--- config.mk ---
export PLATFORM = sky130hd
export DESIGN_NAME = sample_capture_flat
export DESIGN_NICKNAME = d
export VERILOG_FILES = /design/src/rtl/sample_capture_pkg.sv /design/src/rtl/sample_capture_if.sv /design/src/rtl/sample_capture_zero_cross_detector.sv /design/src/rtl/sample_capture.sv /design/src/flat_wrapper.sv
export SDC_FILE = /design/constraint.sdc
export NUM_CORES = 1
export LEC_CHECK = 0
export BUFFER_PORTS_ARGS = -buffer_cell sky130_fd_sc_hd__clkbuf_2
export CORE_MARGIN = 3
export CORE_UTILIZATION = 49
export CTS_CLUSTER_SIZE = 30
export DETAILED_ROUTE_END_ITERATION = 8
export PLACE_DENSITY = 0.87
export SLEW_MARGIN = 20
export SYNTH_ARGS = -nofsm -noshare
export SYNTH_HDL_FRONTEND = slang
export SYNTH_SLANG_ARGS = --single-unit
export TNS_END_PERCENT = 1
--- constraint.sdc ---
create_clock -name clk -period 2.1 [get_ports clk]
set_input_delay 0.42 -clock clk [delete_from_list [all_inputs] [get_ports clk]]
set_output_delay 0.42 -clock clk [all_outputs]
set_load 0.02 [all_outputs]
--- src/rtl/sample_capture_pkg.sv ---
// Shared definitions for the sample_capture slice: default widths and FSM state encodings.
package sample_capture_pkg;

  localparam int SAMPLE_WIDTH_DEF     = 18;
  localparam int OUT_WIDTH_DEF        = 8;
  localparam int NUM_SAMPLES_LOG2_DEF = 8;
  localparam int DECIM_DEF            = 4;

  typedef enum logic [1:0] {
    ST_ARMED  = 2'd0,
    ST_ACTIVE = 2'd1,
    ST_WAIT   = 2'd2
  } cap_state_e;

endpackage

--- src/rtl/sample_capture_if.sv ---
// Sample-in / waveform-RAM-out bundle between music player, capture block and display RAM.
interface sample_capture_if
  import sample_capture_pkg::*;
#(
  parameter int SAMPLE_WIDTH     = SAMPLE_WIDTH_DEF,
  parameter int OUT_WIDTH        = OUT_WIDTH_DEF,
  parameter int NUM_SAMPLES_LOG2 = NUM_SAMPLES_LOG2_DEF
);

  logic                        new_sample_ready;
  logic [SAMPLE_WIDTH-1:0]     new_sample_in;
  logic                        wave_display_idle;
  logic [NUM_SAMPLES_LOG2:0]   write_address;
  logic                        write_enable;
  logic [OUT_WIDTH-1:0]        write_sample;
  logic                        read_index;

  // Source side: player/display environment driving the capture block
  modport master (
    output new_sample_ready,
    output new_sample_in,
    output wave_display_idle,
    input  write_address,
    input  write_enable,
    input  write_sample,
    input  read_index
  );

  // Capture block side
  modport slave (
    input  new_sample_ready,
    input  new_sample_in,
    input  wave_display_idle,
    output write_address,
    output write_enable,
    output write_sample,
    output read_index
  );

endinterface

--- src/rtl/sample_capture_zero_cross_detector.sv ---
// Positive zero-crossing detector: remembers the sign of the last strobed sample and
// pulses pos_cross when a negative sample is followed by a non-negative one.
module zero_cross_detector (
  input  logic clk,
  input  logic reset,
  input  logic new_sample_ready,
  input  logic sample_sign,
  output logic pos_cross
);

  // Only the sign of the previous sample takes part in crossing detection.
  logic prev_sign_r;

  // Previous-sample sign register, updated on every strobe regardless of capture state
  always_ff @(posedge clk) begin
    if (reset) begin
      prev_sign_r <= 1'b0;
    end else if (new_sample_ready) begin
      prev_sign_r <= sample_sign;
    end else begin
      prev_sign_r <= prev_sign_r;
    end
  end

  assign pos_cross = new_sample_ready & prev_sign_r & ~sample_sign;

endmodule

--- src/rtl/sample_capture.sv ---
// Captures one display window of samples into the idle bank of a dual-bank waveform RAM.
// Optional build macro CAPTURE_DECIMATE_EN: store every DECIM-th strobe after the trigger.
module sample_capture
  import sample_capture_pkg::*;
#(
  parameter int SAMPLE_WIDTH     = SAMPLE_WIDTH_DEF,
  parameter int OUT_WIDTH        = OUT_WIDTH_DEF,
  parameter int NUM_SAMPLES_LOG2 = NUM_SAMPLES_LOG2_DEF,
  parameter int DECIM            = DECIM_DEF
) (
  input  logic           clk,
  input  logic           reset,
  sample_capture_if.slave bus
);

  localparam int IDX_W = NUM_SAMPLES_LOG2;
  localparam logic [IDX_W-1:0] INDEX_LAST = {IDX_W{1'b1}};
  localparam logic [IDX_W-1:0] INDEX_ZERO = {IDX_W{1'b0}};

  cap_state_e         state_r, state_s;
  logic [IDX_W-1:0]   index_r, index_s;
  logic               we_r, we_s;
  logic [IDX_W:0]     addr_r, addr_s;
  logic [OUT_WIDTH-1:0] wsamp_r, wsamp_s;
  logic               read_index_r, read_index_s;
  logic               pos_cross_s;
  logic               take_s;

  // Signed two's complement to offset binary, keeping the top OUT_WIDTH bits.
  function automatic logic [OUT_WIDTH-1:0] to_display(input logic [SAMPLE_WIDTH-1:0] s);
    return {~s[SAMPLE_WIDTH-1], s[SAMPLE_WIDTH-2 -: OUT_WIDTH-1]};
  endfunction

  zero_cross_detector u_zero_cross (
    .clk              (clk),
    .reset            (reset),
    .new_sample_ready (bus.new_sample_ready),
    .sample_sign      (bus.new_sample_in[SAMPLE_WIDTH-1]),
    .pos_cross        (pos_cross_s)
  );

`ifdef CAPTURE_DECIMATE_EN
  localparam int PHASE_W = (DECIM > 1) ? $clog2(DECIM) : 1;
  localparam logic [PHASE_W-1:0] PHASE_LAST = PHASE_W'(DECIM - 1);
  localparam logic [PHASE_W-1:0] PHASE_ZERO = {PHASE_W{1'b0}};

  logic [PHASE_W-1:0] phase_r, phase_s;

  // Stride phase: held at zero while armed so it restarts on every trigger
  always_comb begin
    phase_s = phase_r;
    take_s  = 1'b0;
    if (state_r == ST_ARMED) begin
      phase_s = PHASE_ZERO;
    end else if ((state_r == ST_ACTIVE) && bus.new_sample_ready) begin
      take_s  = (phase_r == PHASE_ZERO);
      phase_s = (phase_r == PHASE_LAST) ? PHASE_ZERO : (phase_r + PHASE_W'(1));
    end else begin
      phase_s = phase_r;
    end
  end

  // Stride phase register
  always_ff @(posedge clk) begin
    if (reset) begin
      phase_r <= PHASE_ZERO;
    end else begin
      phase_r <= phase_s;
    end
  end
`else
  // Without decimation every strobe is a write candidate; the stride is not used.
  logic unused_decim_s;
  assign unused_decim_s = (DECIM > 0);
  assign take_s         = bus.new_sample_ready;
`endif

  // Capture FSM next-state and next-output logic
  always_comb begin
    state_s      = state_r;
    index_s      = index_r;
    we_s         = 1'b0;
    addr_s       = addr_r;
    wsamp_s      = wsamp_r;
    read_index_s = read_index_r;
    case (state_r)
      ST_ARMED: begin
        // The trigger sample itself is not stored.
        if (pos_cross_s) begin
          state_s = ST_ACTIVE;
          index_s = INDEX_ZERO;
        end else begin
          state_s = ST_ARMED;
        end
      end
      ST_ACTIVE: begin
        if (take_s) begin
          we_s    = 1'b1;
          addr_s  = {~read_index_r, index_r};
          wsamp_s = to_display(bus.new_sample_in);
          if (index_r == INDEX_LAST) begin
            state_s = ST_WAIT;
          end else begin
            index_s = index_r + IDX_W'(1);
          end
        end else begin
          state_s = ST_ACTIVE;
        end
      end
      ST_WAIT: begin
        // A strobe arriving in the swap cycle only updates the detector's history.
        if (bus.wave_display_idle) begin
          read_index_s = ~read_index_r;
          state_s      = ST_ARMED;
        end else begin
          state_s = ST_WAIT;
        end
      end
      default: begin
        state_s = ST_ARMED;
      end
    endcase
  end

  // State, index and registered RAM-side outputs
  always_ff @(posedge clk) begin
    if (reset) begin
      state_r      <= ST_ARMED;
      index_r      <= INDEX_ZERO;
      we_r         <= 1'b0;
      addr_r       <= {(IDX_W+1){1'b0}};
      wsamp_r      <= {OUT_WIDTH{1'b0}};
      read_index_r <= 1'b0;
    end else begin
      state_r      <= state_s;
      index_r      <= index_s;
      we_r         <= we_s;
      addr_r       <= addr_s;
      wsamp_r      <= wsamp_s;
      read_index_r <= read_index_s;
    end
  end

  assign bus.write_enable  = we_r;
  assign bus.write_address = addr_r;
  assign bus.write_sample  = wsamp_r;
  assign bus.read_index    = read_index_r;

endmodule

--- src/flat_wrapper.sv ---
// flat-port wrapper written by rule: the top's interface ports become plain ports
module sample_capture_flat import sample_capture_pkg::*;
#(
  parameter int SAMPLE_WIDTH     = SAMPLE_WIDTH_DEF,
  parameter int OUT_WIDTH        = OUT_WIDTH_DEF,
  parameter int NUM_SAMPLES_LOG2 = NUM_SAMPLES_LOG2_DEF,
  parameter int DECIM            = DECIM_DEF
)
  (clk, reset, bus_new_sample_ready, bus_new_sample_in, bus_wave_display_idle, bus_write_address, bus_write_enable, bus_write_sample, bus_read_index);
  sample_capture_if #(.SAMPLE_WIDTH(SAMPLE_WIDTH), .OUT_WIDTH(OUT_WIDTH), .NUM_SAMPLES_LOG2(NUM_SAMPLES_LOG2)) bus_i ();
  input  logic clk;
  input  logic reset;
  input wire logic [$bits(bus_i.new_sample_ready)-1:0] bus_new_sample_ready;
  input wire logic [$bits(bus_i.new_sample_in)-1:0] bus_new_sample_in;
  input wire logic [$bits(bus_i.wave_display_idle)-1:0] bus_wave_display_idle;
  output wire logic [$bits(bus_i.write_address)-1:0] bus_write_address;
  output wire logic [$bits(bus_i.write_enable)-1:0] bus_write_enable;
  output wire logic [$bits(bus_i.write_sample)-1:0] bus_write_sample;
  output wire logic [$bits(bus_i.read_index)-1:0] bus_read_index;
  assign bus_i.new_sample_ready = bus_new_sample_ready;
  assign bus_i.new_sample_in = bus_new_sample_in;
  assign bus_i.wave_display_idle = bus_wave_display_idle;
  assign bus_write_address = bus_i.write_address;
  assign bus_write_enable = bus_i.write_enable;
  assign bus_write_sample = bus_i.write_sample;
  assign bus_read_index = bus_i.read_index;
  sample_capture #(.SAMPLE_WIDTH(SAMPLE_WIDTH), .OUT_WIDTH(OUT_WIDTH), .NUM_SAMPLES_LOG2(NUM_SAMPLES_LOG2), .DECIM(DECIM)) u_core (.clk(clk), .reset(reset), .bus(bus_i));
endmodule
# Yosys cells after proc, flatten, opt, wreduce, memory -nomap -nowiden

Cells that the tools add are included.

Register bits after elaboration: 30
Bits in latches: 0
Bits in writable memories: 0
Bits in read-only memories: 0
Logic and storage cells: 36
Memories: 0

Add/subtract/negate cells: 1
$mul: 0
Divide/modulo/power cells: 0
$lt $le $gt $ge: 0
Eq/ne operators: 7
Shifts and indexed selects: 0
Multiplexer cells: 10
Bitwise gates (word level): 5
Reductions and logical operators: 6

Operator list:

| kind                                                                  | count |
|---|---|
| 8-bit 2-to-1 mux                                                      | 3 |
| 8-bit one-hot mux with 2 select lines                                 | 1 |
| 8-bit by 1-bit adder with 8-bit output, second input constant         | 1 |
| 8-bit equality test, second input constant                            | 1 |
| 2-bit 2-to-1 mux                                                      | 3 |
| 2-bit one-hot mux with 3 select lines                                 | 1 |
| 2-bit != test, second input constant                                  | 2 |
| 2-bit AND reduction                                                   | 2 |
| 4-bit AND reduction                                                   | 1 |
| 3-bit by 2-bit != test with 1-bit output, second input constant       | 1 |
| 1-bit NOT                                                             | 3 |
| 1-bit bitwise AND                                                     | 2 |
| 2-bit by 1-bit equality test with 1-bit output, second input constant | 1 |
| 2-bit equality test, second input constant                            | 1 |
| 2-bit zero test                                                       | 1 |
| 1-bit 2-to-1 mux                                                      | 2 |
| 2-bit by 1-bit != test with 1-bit output, second input constant       | 1 |
| 2-bit nonzero test                                                    | 1 |
| 2-bit OR reduction                                                    | 1 |

# Depth between registers and ports, before layout

Gate-level depths: netlist of run 1.

Depth in word-level cells: 4
Depth in mapped cells: 6
Gate-level depth less buffers: 5

# Cells and area by module

A second synthesis of run 1 with hierarchy kept.

Cells, all modules: 153
Area, all modules: 1266.2 um2

By module, submodules not included:

| module              | times used | cells an instance | area an instance (um2) | sequential area each (um2) |
|---|---|---|---|---|
| sample_capture      | 1          | 149               | 1222.4                 | 580.6 |
| zero_cross_detector | 1          | 4                 | 43.8                   | 20.0 |

# Worst setup path before layout of run 1

No wires, ideal clock.

Path type: flip-flop to flip-flop
Start: register u_core.index_r[0]
End: register u_core.index_r[2]
Arrival time: 1441 ps
Required time: 2012 ps
Path slack: 571 ps
Cell stages (with the launch flop): 7
Path buffers: 1
Period minus slack after synthesis: 1529 ps
Cells stage by stage: dfxtp_1 ha_1 and3_1 buf_6 nand3_4 o31a_4 a311oi_2

Longest elaborated chain between the ends: 4
Elaborated cells on any way between the ends: 7

Ends and longest elaborated chain:

| element                                | line                  | text |
|---|---|---|
| from (decl)                            | sample_capture.sv:21  | `logic [IDX_W-1:0] index_r, index_s;` |
| from (signal assigned)                 | sample_capture.sv:136 | `index_r <= index_s;` |
| 8-bit by 1-bit adder with 8-bit output | sample_capture.sv:104 | `index_s = index_r + IDX_W'(1);` |
| 8-bit 2-to-1 mux                       | sample_capture.sv:101 | `if (index_r == INDEX_LAST) begin` |
| 8-bit 2-to-1 mux                       | sample_capture.sv:97  | `if (take_s) begin` |
| 8-bit one-hot mux with 2 select lines  | sample_capture.sv:86  | `case (state_r)` |

Parallel ways exist; a longest one is shown, timed or not. The select of a mux whose other input is x is not followed.
A chain may end at the register's enable or synchronous reset.

# Worst setup path in the final report of run 1

Ends and elaborated chain as after synthesis.

==> results of run 1 <==
==> routing by layer <==
layer | vias up | routed length [um] | global-route usage
met1 | 534 | 1195 | 0.2087
met3 | 9 | 138 | 0.06207
met4 | 0 | 62 | 0.1153
li1 | 578 | - | -
met2 | 33 | 1384 | 0.2855
met5 | - | 0 | 0
==> state kept, by name, indices dropped and copies added, names as in the netlist <==
signal / cells
u_core.bus.write_address: 9
u_core.bus.write_sample: 8
u_core.index_r: 8
u_core.state_r: 2
u_core.bus.read_index: 1
u_core.bus.write_enable: 1
u_core.u_zero_cross.prev_sign_r: 1
==> synth_stat cells (all sizes together) <==
| cell | number | area share |
|---|---|---|
| nand3b | 1 | 0.0060 |
| nand2b | 4 | 0.020 |
| nand3 | 5 | 0.030 |
| nor3b | 1 | 0.0060 |
| and3 | 3 | 0.015 |
| a21oi | 21 | 0.084 |
| dfxtp | 30 | 0.48 |
| or2 | 1 | 0.0050 |
| inv | 3 | 0.0090 |
| a41oi | 2 | 0.014 |
| o21ai | 2 | 0.0080 |
| nor2 | 10 | 0.030 |
| a311oi | 1 | 0.012 |
| nand4b | 1 | 0.0070 |
| clkbuf | 7 | 0.021 |
| nor3 | 3 | 0.012 |
| buf | 1 | 0.0090 |
| mux2i | 3 | 0.024 |
| o22ai | 1 | 0.0050 |
| a211oi | 5 | 0.030 |
| o311ai | 1 | 0.013 |
| ha | 1 | 0.010 |
| nand2 | 33 | 0.099 |
| nand4 | 2 | 0.010 |
| o31a | 1 | 0.014 |
| or4 | 1 | 0.0060 |
| or3 | 1 | 0.0050 |
| o32a | 1 | 0.0090 |
| xor2 | 1 | 0.0070 |
==> power by group <==
part	internal [W]	total [W]	leakage, nW	switching [W]
combinational	0.0000198	0.0000513	0.295	0.0000315
sequential	0.000573	0.000576	0.242	0.00000303
clock	0.000162	0.000353	0.0353	0.000191
total	0.000755	0.000980	0.573	0.000226
==> tightest hold or removal path: stages <==
cell and delay, ns:
clkbuf_2 0.08, nand2_1 0.04, a21oi_1 0.05
==> layout make-up <==
cell class,instances,area share
well taps,28,0.02353
multi-input cells,106,0.4042
inverters,3,0.007563
clock inverters,1,0.003361
repair buffers,34,0.1210
clock buffers,7,0.03697
flip-flops and latches,30,0.4034
==> path summary, 6_finish.rpt <==
check / startpoint / to / slack, ns / cells after the start
setup / recovery: u_core.index_r[0]$_SDFFE_PP0P_ / u_core.index_r[2]$_SDFFE_PP0P_ / 0.28 / 5
hold / removal: bus_new_sample_in[16] / u_core.bus.write_sample[6]$_SDFFE_PP0P_ / 0.31 / 3
setup reg to reg: u_core.index_r[0]$_SDFFE_PP0P_ / u_core.index_r[2]$_SDFFE_PP0P_ / 0.28 / 5
hold reg to reg: u_core.bus.write_address[0]$_SDFFE_PP0P_ / u_core.bus.write_address[0]$_SDFFE_PP0P_ / 0.46 / 2
==> per-stage QoR <==
stage | hold slack, ns | cells | worst slack, ns
after floorplan | 0.4404 | 147 | 0.5713
after global placement | 0.4418 | 201 | 0.3991
after detailed placement | 0.4473 | 201 | 0.3160
after CTS | 0.3044 | 209 | 0.3063
after global routing | 0.3189 | 209 | 0.1784
final | 0.3113 | 209 | 0.2842
==> logic make-up (layout without fill, tap and decap cells) <==
| group | after synthesis | after routing | synth area share |
|---|---|---|---|
| compound gates | 35 | 35 | 0.1890 |
| xor+xnor | 1 | 1 | 0.007001 |
| fa+ha+maj | 1 | 1 | 0.009998 |
| buf+inv | 11 | 45 | 0.03900 |
| flops | 30 | 30 | 0.4800 |
| mux | 3 | 3 | 0.02400 |
| simple gates | 66 | 66 | 0.2510 |
==> metrics, run 1 <==
status=completed; period utilization=0.8647; vias in the first global route=approximately 1,100; mapped cell area=between 1000 and 1500 um^2; area occupied by multi-input gates=~600 um^2; Power Total=approximately 0.00098 W; fin util=0.6422; Clock Latency Late Sink=~0.32 ns; DRT Pass-1 Iters=4; Die Height=56.53 um; Reg clk slew, reported paths=around 0.090 ns; Crit Path Class=reg -> reg; VDD IR max=around 460 uV; worst path arrival time=2.06 ns; crit-path max cell delay=0.44 ns; Final Hold Vio Count=0; postcts setup bufs=0; RSZ-0062 raised after global routing=false; total number of vias=approximately 1,200; first-pass GRT wire length=about 4600 um; final wirelength=roughly 2800 um; CP Capture Type=flop; share of cells above drive strength 1=0.2597; Pwr Density=roughly 660 nW/um^2; hold_buf cts=0; via/cell ratio=5.522; final instance area=1489 um^2; Setup TNS=0 ns; final max-slew violation count=0; register area share after synthesis=0.4800; IO Pins=41; HPWL Detailed=between 2000 and 2500 um; register area=~600 um^2; Buf+Inv Stages, Crit Path=0; IO buf count=30; CTS Root Cell=clkbuf_4; Net Count, Synth=between 150 and 200; CP Launch Type=flop; Routed wire per std cell=13.31 um; CP Data Required Time=~2.3 ns; Remaining DRCs=0; Syn Inst Count=147; Synth Register Bits=30; worst-path maximum fanout=7; commonest non-fill, non-tap cell in the layout=nand2_1; Final min period=1.816 ns; Final ANT Viol Nets=0; Die Wd=56.53 um; Antenna diodes=0; CTS Buf Count=5; Initial Utilization=0.5397; Max Cap Viol=0; placed instance area=around 1400 um^2; Layout Skew=0.002176 ns; Peak Freq=around 0.55 GHz; most frequent cells in the layout=33 x nand2_1, 30 x clkbuf_2, 30 x dfxtp_1; Syn. warnings=0; synth unique cells=30; P_leak=~0.57 nW; Crit path max-delay family=compound AO/OA/AOI/OAI gates; pin slew with the least headroom to its limit=~0.40 ns; DR iter-0 viols=50; endpoints failing setup=0; Final GP Congestion=about 0.85; initial antenna violation count=0; clk sinks=30; DIE AREA=3196 um^2; Layout Nets=just over 200; largest net degree at the start of global routing=26; syn_area_per_cell=~8.5 um^2; Area growth, synth to finish=19.00%; CTS max path bufs=2; core area=~2300 um^2; HP Class=in -> reg; CP max-delay cell=dfxtp_1; Slew HR=0.7319; # rows=17; worst-path cell chain=ha_1, and3_1, nand3_4, o31a_4, a311oi_2; H-Tree Depth=2; remaining global-route overflow=0; global router's overall resource usage=0.1818; post-CTS sizing=0; TritonCTS clock tree=yes; Fill cells=208
Note: power is estimated with default switching activity, not from simulation.
==> run 2: changes to the inputs <==
- CELL_PAD_IN_SITES_DETAIL_PLACEMENT: not set -> 1
- CELL_PAD_IN_SITES_GLOBAL_PLACEMENT: not set -> 2
- CORE_UTILIZATION: 49 -> 27
- MAX_ROUTING_LAYER: not set -> met4
- PLACE_DENSITY: 0.87 -> 0.85
- SYNTH_HIERARCHICAL: not set -> 1
==> run 2 against run 1 <==
Effect of this change:
- combinational power grew 3.9%
- die area grew 74%
- critical path depth is the same
- worst setup slack gained 0.0021 ns
- critical endpoint is now u_core/index_r[4]$_SDFFE_PP0P_
- final area grew 4.9%
- highest routed layer unchanged
- total power grew 13%
==> metrics, run 2 <==
Buf+Inv Stages, Crit Path=0; DIE AREA=5547 um^2; core area=~4400 um^2; synth unique cells=39; Yosys top cell by area=dfxtp_1; most frequent cells in the layout=38 x nand2_1, 30 x clkbuf_2, 30 x dfxtp_1; CP Data Required Time=around 2.3 ns; worst path arrival time=2.02 ns; clk sinks=30; CP Launch Type=flop; global router's overall resource usage=0.1286; mapped cell area=around 1300 um^2; final max-slew violation count=0; first-pass GRT wire length=5119 um; initial antenna violation count=0; fin util=0.3514; ranking of synthesized cells by area=dfxtp_1 47%, nand2_1 11%, a21oi_1 7.1%; largest net degree at the start of global routing=19; Power Total=approximately 0.0011 W; via/cell ratio=a little under 5; Synth Register Bits=30; total number of vias=~1,200; Die Wd=~74 um; post-CTS sizing=0; Sw Pwr=between 0.0002 and 0.0003 W; Clk pwr share=0.431; IO Pins=41; Die Height=about 74 um; Final GP Congestion=0.7850; Fill cells=between 500 and 600; most used flip-flop cell after synthesis=dfxtp_1; Switching Share=0.2254; Area growth, synth to finish=23.32%; RSZ-0062 raised after global routing=false; crit-path max cell delay=around 0.4 ns; postcts setup bufs=0; R2R setup slack=between 0.2 and 0.3 ns; Net Count, Synth=176; commonest non-fill, non-tap cell in the layout=nand2_1; remaining global-route overflow=0; Worst R2R Start=u_core/index_r[1]$_SDFFE_PP0P_; Non-Filler Instances=238; terminus of the critical flop-to-flop path=u_core/index_r[4]$_SDFFE_PP0P_; Clock Latency Late Sink=about 0.29 ns; top cells by count, synth=38 x nand2_1, 30 x dfxtp_1, 18 x a21oi_1; Crit path max-delay family=simple AND/OR/NAND/NOR gates; H-Tree Depth=2; share of cells above drive strength 1=0.2634; DR iter-0 viols=56; DP Cell Count=230; Antenna diodes=0; Layout Skew=~0.0051 ns; pin slew with the least headroom to its limit=0.3947 ns; HP Class=in -> reg; Syn. warnings=6; Yosys top cell area share=0.4743; hold_buf cts=0; VDD IR max=around 240 uV; CP Capture Type=flop; Routed wire per std cell=12.89 um; Reg clk slew, reported paths=0.06 ns; syn_area_per_cell=around 8.3 um^2; Slew HR=0.7359; CP max-delay cell=dfxtp_1; max reg flops=9; most numerous cell in the Yosys netlist=nand2_1; Syn Inst Count=153; Setup TNS=0 ns; Layout Nets=~210; final wirelength=3068 um; WHS Path Cells=2; # rows=24; CTS Buf Count=5; Initial Utilization=0.2849; EDFF count, synth=0; CTS Root Cell=clkbuf_8; CTS max path bufs=2; TritonCTS clock tree=yes; P_leak=roughly 0.63 nW; Peak Freq=0.5514 GHz; Pwr Density=about 700 nW/um^2; async set-reset flop share out of synthesis=0; R2R cell count=5; IO buf count=30; register area share after synthesis=0.4743; Final min period=~1.8 ns; status=completed; HPWL Detailed=2189 um; period utilization=0.8637; worst-path cell chain=ha_1, and4_1, nand4_4, or3b_1, a211oi_2; Crit Path Class=reg -> reg; endpoints failing setup=0; Combinational Power Share=0.048; DRT Pass-1 Iters=4; Final ANT Viol Nets=0; min-delay src=bus_new_sample_in[17]; Remaining DRCs=0; vias in the first global route=approximately 1,100; worst-path maximum fanout=6; Final Hold Vio Count=0; Cell Int Power=0.0008597 W; Sequential Power Share=0.521; Max Cap Viol=0; Hold Path End=u_core/bus.write_sample[7]$_SDFFE_PP0N_
## run 2: area by class of cell
cell class,instances,area (um^2),share of cell area
Clock buffer,7,86.33,0.05529
Clock inverter,1,5.005,0.003205
Inverter,5,18.77,0.01202
Multi-Input combinational cell,107,590.6,0.3782
Sequential cell,30,600.6,0.3846
Tap cell,52,65.06,0.04167
Timing Repair Buffer,36,195.2,0.1250
## run 2: through the flow
stage	instance area (um^2)	worst slack, ns	hold WS (ns)
2_1_floorplan	1266	0.4836	0.4488
5_1_grt	1562	0.1634	0.3533
3_3_place_gp	1470	0.3286	0.4431
3_5_place_dp	1470	0.3030	0.4465
4_1_cts	1562	0.2825	0.3353
6_report	1562	0.2863	0.3427
## run 2: cell families (layout without fill, tap and decap cells)
family                     after synthesis  count (layout)  synth area share
AOI/OAI and AO/OA                       36              36            0.1749
DFF                                     30              30            0.4743
muxes                                    1               1          0.007905
xor gates and xnor gates                 1               1          0.006918
buffers and inverters                   16              49           0.05929
adders and majority gates                1               1          0.009880
and+or+nand+nor                         68              68            0.2668
## run 2: how the worst max path moves through the flow
stage          cells after the start                            from                        endpoint  slack (ns)
3_3_place_gp                       5  u_core/index_r[1]$_SDFFE_PP0P_  u_core/index_r[4]$_SDFFE_PP0P_        0.33
2_1_floorplan                      6  u_core/index_r[0]$_SDFFE_PP0P_  u_core/index_r[4]$_SDFFE_PP0P_        0.48
3_5_place_dp                       5  u_core/index_r[1]$_SDFFE_PP0P_  u_core/index_r[4]$_SDFFE_PP0P_        0.30
5_1_grt                            5  u_core/index_r[1]$_SDFFE_PP0P_  u_core/index_r[4]$_SDFFE_PP0P_        0.16
6_report                           5  u_core/index_r[1]$_SDFFE_PP0P_  u_core/index_r[4]$_SDFFE_PP0P_        0.29
4_1_cts                            5  u_core/index_r[1]$_SDFFE_PP0P_  u_core/index_r[4]$_SDFFE_PP0P_        0.28
## run 2: power by group through the flow
stage	Clock, W	Combinational [W]	Sequential (W)
final	0.000479	0.0000533	0.000578
after floorplan	0	0.0000268	0.000592
after CTS	0.000494	0.0000539	0.000578
after detailed placement	0	0.0000535	0.000591
after global placement	0	0.0000534	0.000590
after global routing	0.000524	0.0000605	0.000578
## run 2: metal layers
layer | GRT usage | vias up | routed length, um
li1 | - | 592 | -
met1 | 0.1582 | 529 | 1515
met2 | 0.1854 | 30 | 1315
met3 | 0.04459 | 8 | 164
met4 | 0.06522 | 0 | 72
met5 | - | - | 0
